## config.mk

```make
export PLATFORM = sky130hd
export DESIGN_NAME = text_stream_loader
export DESIGN_NICKNAME = d
export VERILOG_FILES = /design/src/rtl/text_stream_loader.sv
export SDC_FILE = /design/constraint.sdc
export NUM_CORES = 1
export LEC_CHECK = 0
export CAP_MARGIN = 10
export CORE_MARGIN = 2
export CORE_UTILIZATION = 53
export CTS_CLUSTER_DIAMETER = 60
export CTS_CLUSTER_SIZE = 8
export DETAILED_ROUTE_END_ITERATION = 12
export PLACE_DENSITY = 0.84
export SYNTH_ARGS = -nofsm -noshare
export SYNTH_HDL_FRONTEND = slang
export SYNTH_SLANG_ARGS = --single-unit
```

## constraint.sdc

```tcl
create_clock -name clk -period 3.7 [get_ports clk]
set_clock_uncertainty 0.15 [all_clocks]
set_input_delay 0.925 -clock clk [delete_from_list [all_inputs] [get_ports clk]]
set_output_delay 0.925 -clock clk [all_outputs]
set_load 0.01 [all_outputs]
```

## src/rtl/text_stream_loader.sv

```systemverilog
// Streams text symbols from a valid/ready source into the BWT text memory, then appends the sentinel.
// Optional NEWLINE_FILTER_EN: accept 0x0A/0x0D but neither write nor count them.
module text_stream_loader #(
    parameter int             DW       = 8,
    parameter int             AW       = 10,
    parameter int             DEPTH    = 1024,
    parameter logic [DW-1:0]  SENTINEL = 8'h24
) (
    input  logic          clk,
    input  logic          rst_n,
    input  logic          start,
    input  logic          s_valid,
    input  logic [DW-1:0] s_data,
    input  logic          s_last,
    output logic          s_ready,
    output logic          mem_wen,
    output logic [AW-1:0] mem_addr,
    output logic [DW-1:0] mem_din,
    output logic          busy,
    output logic          done,
    output logic [AW:0]   length,
    output logic          overflow
);

    typedef enum logic [2:0] {IDLE, LOAD, DRAIN, TERM, DONE} state_t;

    // The last text slot; filling it without s_last means the text must be truncated.
    localparam logic [AW-1:0] LAST_IDX = AW'(DEPTH - 2);
    localparam logic [AW-1:0] CNT_ONE  = AW'(1);
    localparam logic [AW:0]   LEN_ONE  = (AW+1)'(1);

    state_t        state;
    logic [AW-1:0] cnt;
    logic          accept;
    logic          skip;

    assign accept = s_valid & s_ready;

`ifdef NEWLINE_FILTER_EN
    assign skip = (s_data == DW'(8'h0A)) || (s_data == DW'(8'h0D));
`else
    assign skip = 1'b0;
`endif

    // s_ready is registered: raised on start, dropped once the final symbol is taken.
    always_ff @(posedge clk) begin
        if (!rst_n) begin
            state    <= IDLE;
            cnt      <= '0;
            s_ready  <= 1'b0;
            mem_wen  <= 1'b0;
            mem_addr <= '0;
            mem_din  <= '0;
            busy     <= 1'b0;
            done     <= 1'b0;
            length   <= '0;
            overflow <= 1'b0;
        end else begin
            mem_wen <= 1'b0;
            case (state)
                IDLE, DONE: begin
                    if (start) begin
                        state    <= LOAD;
                        cnt      <= '0;
                        done     <= 1'b0;
                        overflow <= 1'b0;
                        length   <= '0;
                        busy     <= 1'b1;
                        s_ready  <= 1'b1;
                    end
                end
                LOAD: begin
                    if (accept) begin
                        if (!skip) begin
                            mem_wen  <= 1'b1;
                            mem_addr <= cnt;
                            mem_din  <= s_data;
                            cnt      <= cnt + CNT_ONE;
                        end
                        if (s_last) begin
                            state   <= TERM;
                            s_ready <= 1'b0;
                        end else if (!skip && cnt == LAST_IDX) begin
                            overflow <= 1'b1;
                            state    <= DRAIN;
                        end
                    end
                end
                DRAIN: begin
                    if (accept && s_last) begin
                        state   <= TERM;
                        s_ready <= 1'b0;
                    end
                end
                TERM: begin
                    mem_wen  <= 1'b1;
                    mem_addr <= cnt;
                    mem_din  <= SENTINEL;
                    length   <= {1'b0, cnt} + LEN_ONE;
                    done     <= 1'b1;
                    busy     <= 1'b0;
                    state    <= DONE;
                end
                default: state <= IDLE;
            endcase
        end
    end

endmodule

```

==> load_flow_metrics.sql <==
INSERT INTO impl_metrics (metric_group, metric, value, unit) VALUES
('outcome', 'run_status', 'finished, final reports clean', ''),
('worst_setup_path', 'endpoint', 'length[6]', ''),
('yosys', 'fraction_of_registers_with_async_set_reset', '0', '%'),
('power_and_ir_drop', 'worst_ir_drop_vdd', '0.247', 'mV'),
('clock_tree', 'ctsHtreeMaxLevel', '2', ''),
('sta', 'period_minus_slack', '2.52', 'ns'),
('power_and_ir_drop', 'p_leak', '0.957', 'nW'),
('global_routing', 'grt_pass1_wl', '7030', 'µm'),
('clock_tree', 'cts_setup_buffers', '0', ''),
('place', 'dp_hpwl', '2950', 'µm'),
('sta', 'timing.max_slew.rel_slack', '39.1', '%'),
('global_routing', 'remaining_global_route_overflow', '0', ''),
('global_routing', 'gr-usage-met3', '4.62', '%'),
('yosys', 'number_of_enable_type_register_cells_in_the_synthesized_netlist', '0', ''),
('worst_setup_path', 'setup.worst_path.start', 'start', ''),
('yosys', 'synthesis.area', '0.00199', 'mm²'),
('yosys', 'ys.flop_type', 'dfxtp_1', ''),
('job', 'max-cap-violations', '0', ''),
('place', 'routabilityCongestion', '0.933', ''),
('worst_setup_path', 'critical_path_class', 'input pin to flip-flop', ''),
('finish', 'layout.cells.non_filler', '318', ''),
('clock_tree', 'cts.sinks', '47', ''),
('place', 'place_inst', '310', ''),
('worst_setup_path', 'r2r-start', 'state[0]', ''),
('floorplanning', 'chipHeight', '65.2', 'µm'),
('route', 'detail_route.drc_violations', '0', ''),
('hold_path', 'worst_hold_path_type', 'flip-flop to flip-flop', ''),
('sta', 'hold_viol_final', '0', ''),
('clock_tree', 'post_cts_resize_count', '0', ''),
('yosys', 'synth.yosys.warnings', '0', ''),
('route', 'vias_per_cell', '5.34', ''),
('floorplanning', 'num_rows', '22', ''),
('route', 'detailedRoute.firstIterationViolations', '108', ''),
('route', 'routed_wire_length_per_instance', '13.2', 'µm'),
('clock_tree', 'post_cts_hold_buffer_count', '0', ''),
('global_routing', 'global_route.usage.total', '21.4', '%'),
('global_routing', 'grt_max_degree', '31', ''),
('sta', 'tns', '0', 'ns'),
('clock_tree', 'tritoncts', 'done', ''),
('clock_tree', 'clkLatencyLatePin', '0.29', 'ns'),
('sta', 'clock.fmax', '396', 'MHz'),
('clock_tree', 'cts_inserted_buffers', '5', ''),
('yosys', 'post_synth_main_area_contributors', 'dfxtp_1 (47%), nor2_1 (7.0%), nand2_1 (5.5%)', ''),
('sta', 'final_min_period_over_clock_period', '68.2', '%'),
('finish', 'synthToLayoutAreaGrowth', '26.7', '%'),
('clock_tree', 'clockBufferDepth', '2', ''),
('sta', 'worst_pin_slew', '0.913', 'ns'),
('yosys', 'netlist.top_cell.by_area', 'dfxtp_1', ''),
('route', 'antenna_left', '0', ''),
('clock_tree', 'clk_pin_slew', '0.08', 'ns'),
('yosys', 'synth.yosys.seq_area_share', '47.3', '%'),
('route', 'drt_first_pass_iters', '4', ''),
('finish', 'fill_cells', '307', ''),
('global_routing', 'first_global_vias', '1577', ''),
('worst_setup_path', 'cp-start-kind', 'input pin', ''),
('worst_setup_path', 'end_kind', 'flip-flop', ''),
('global_routing', 'initial_antenna_violation_count', '0', ''),
('sta', 'slew_violations', '0', ''),
('floorplanning', 'design.portCount', '47', ''),
('route', 'routed_wl', '4200', 'µm'),
('clock_tree', 'clock-root-buffer', 'clkbuf_8', ''),
('yosys', 'synth_cells', '227', ''),
('worst_setup_path', 'cp_max_fo', '11', ''),
('yosys', 'synth_top_cell_area_share', '47.3', '%'),
('yosys', 'ff_latch_count_synth', '47', ''),
('worst_setup_path', 'timing.rr.end', 'length[6]', ''),
('global_routing', 'gr-usage-met1', '26.2', '%'),
('floorplanning', 'start_util', '54.7', '%'),
('worst_setup_path', 'r2r_worst_path_depth', '5', ''),
('sta', 'grt_setup_unrepaired', 'no', ''),
('worst_setup_path', 'timing.critical_path.required', '3.77', 'ns');
[cells in the mapped netlist (all sizes together) (2+ instances only)]
master,count
nand3,9
nor3,8
a31oi,3
nand2,29
a211oi,2
o21a,2
and4,2
xor2,5
a21oi,15
mux2i,10
nor2,38
buf,8
o21ai,8
clkbuf,4
dfxtp,47
xnor2,4
ha,2
a22oi,6
inv,4
a21boi,2
o22ai,4
and2,3
[metal layers]
metal	vias to the layer above	share of wire, %
met5	-	0
met4	0	1.1
met3	5	6.1
met2	59	48
met1	773	44
li1	861	-
[worst max-delay path: stages]
cell and delay, ns:
clkdlybuf4s50_1 0.48, and2_1 0.22, nor2_1 0.64, a22oi_1 0.20, nor2_1 0.13
[cell type report]
type | count | area, µm² | share of cell area, %
Inverter | 4 | 15.0 | 0.596
Clock inverter | 1 | 5.00 | 0.199
Sequential cell | 47 | 941 | 37.4
Clock buffer | 7 | 76.3 | 3.03
Timing Repair Buffer | 47 | 468 | 18.6
Multi-Input combinational cell | 164 | 953 | 37.9
Tap cell | 48 | 60.1 | 2.38
[sequential cells by signal, summed over array words and instances (netlist names)]
signal,count
busy,1
cnt,10
done,1
length,11
mem_addr,10
mem_din,8
mem_wen,1
overflow,1
s_ready,1
state,3
[layout by cell type (no fill, tap or decap), drive strengths merged, types with 2 or more instances in the layout]
cell           netlist  final
a21boi               2      2
nor3                 8      8
and4                 2      2
o21ai                8      8
a31oi                3      3
a21oi               15     15
inv                  4      4
xnor2                4      4
nand3                9      9
nand2               29     29
a211oi               2      2
a22oi                6      6
clkdlybuf4s50        0     46
and2                 3      3
clkbuf               4      7
o21a                 2      2
dfxtp               47     47
xor2                 5      5
o22ai                4      4
nor2                38     38
mux2i               10     10
ha                   2      2
[cells by family (layout without fill, tap and decap cells)]
kind of cell / Yosys count / in the layout / share of synthesized area, %
xor+xnor: 9 / 9 / 3.96
flops: 47 / 47 / 47.3
mux: 10 / 10 / 5.03
simple gates: 97 / 97 / 23.3
compound gates: 46 / 46 / 14.4
fa+ha+maj: 2 / 2 / 1.26
buf+inv: 16 / 59 / 4.72
[power by group]
part / switching (mW) / internal [mW] / leakage (nW)
logic: 0.112 / 0.0895 / 0.535
registers: 0.0298 / 0.527 / 0.380
clock network: 0.160 / 0.133 / 0.0422
total: 0.302 / 0.749 / 0.957
[stage by stage]
stage	setup slack [ns]	total power [mW]	instance area (µm²)	utilization [%]
global placement	0.951	0.764	2440	67.1
detailed placement	0.885	0.769	2440	67.1
global route	1.07	1.10	2520	69.3
CTS	1.20	1.06	2520	69.3
finish	1.18	1.05	2520	69.3
floorplan	1.72	0.710	1990	-
[how the worst min path moves through the flow]
stage / start / end / depth (start not counted)
after global placement: mem_din[1] / mem_din[1] / 2
after CTS: mem_din[1] / mem_din[1] / 2
after global routing: length[0] / length[0] / 2
after floorplan: cnt[9] / cnt[9] / 2
final: length[0] / length[0] / 2
after detailed placement: mem_din[1] / mem_din[1] / 2
(Power assumes the default switching activity.)
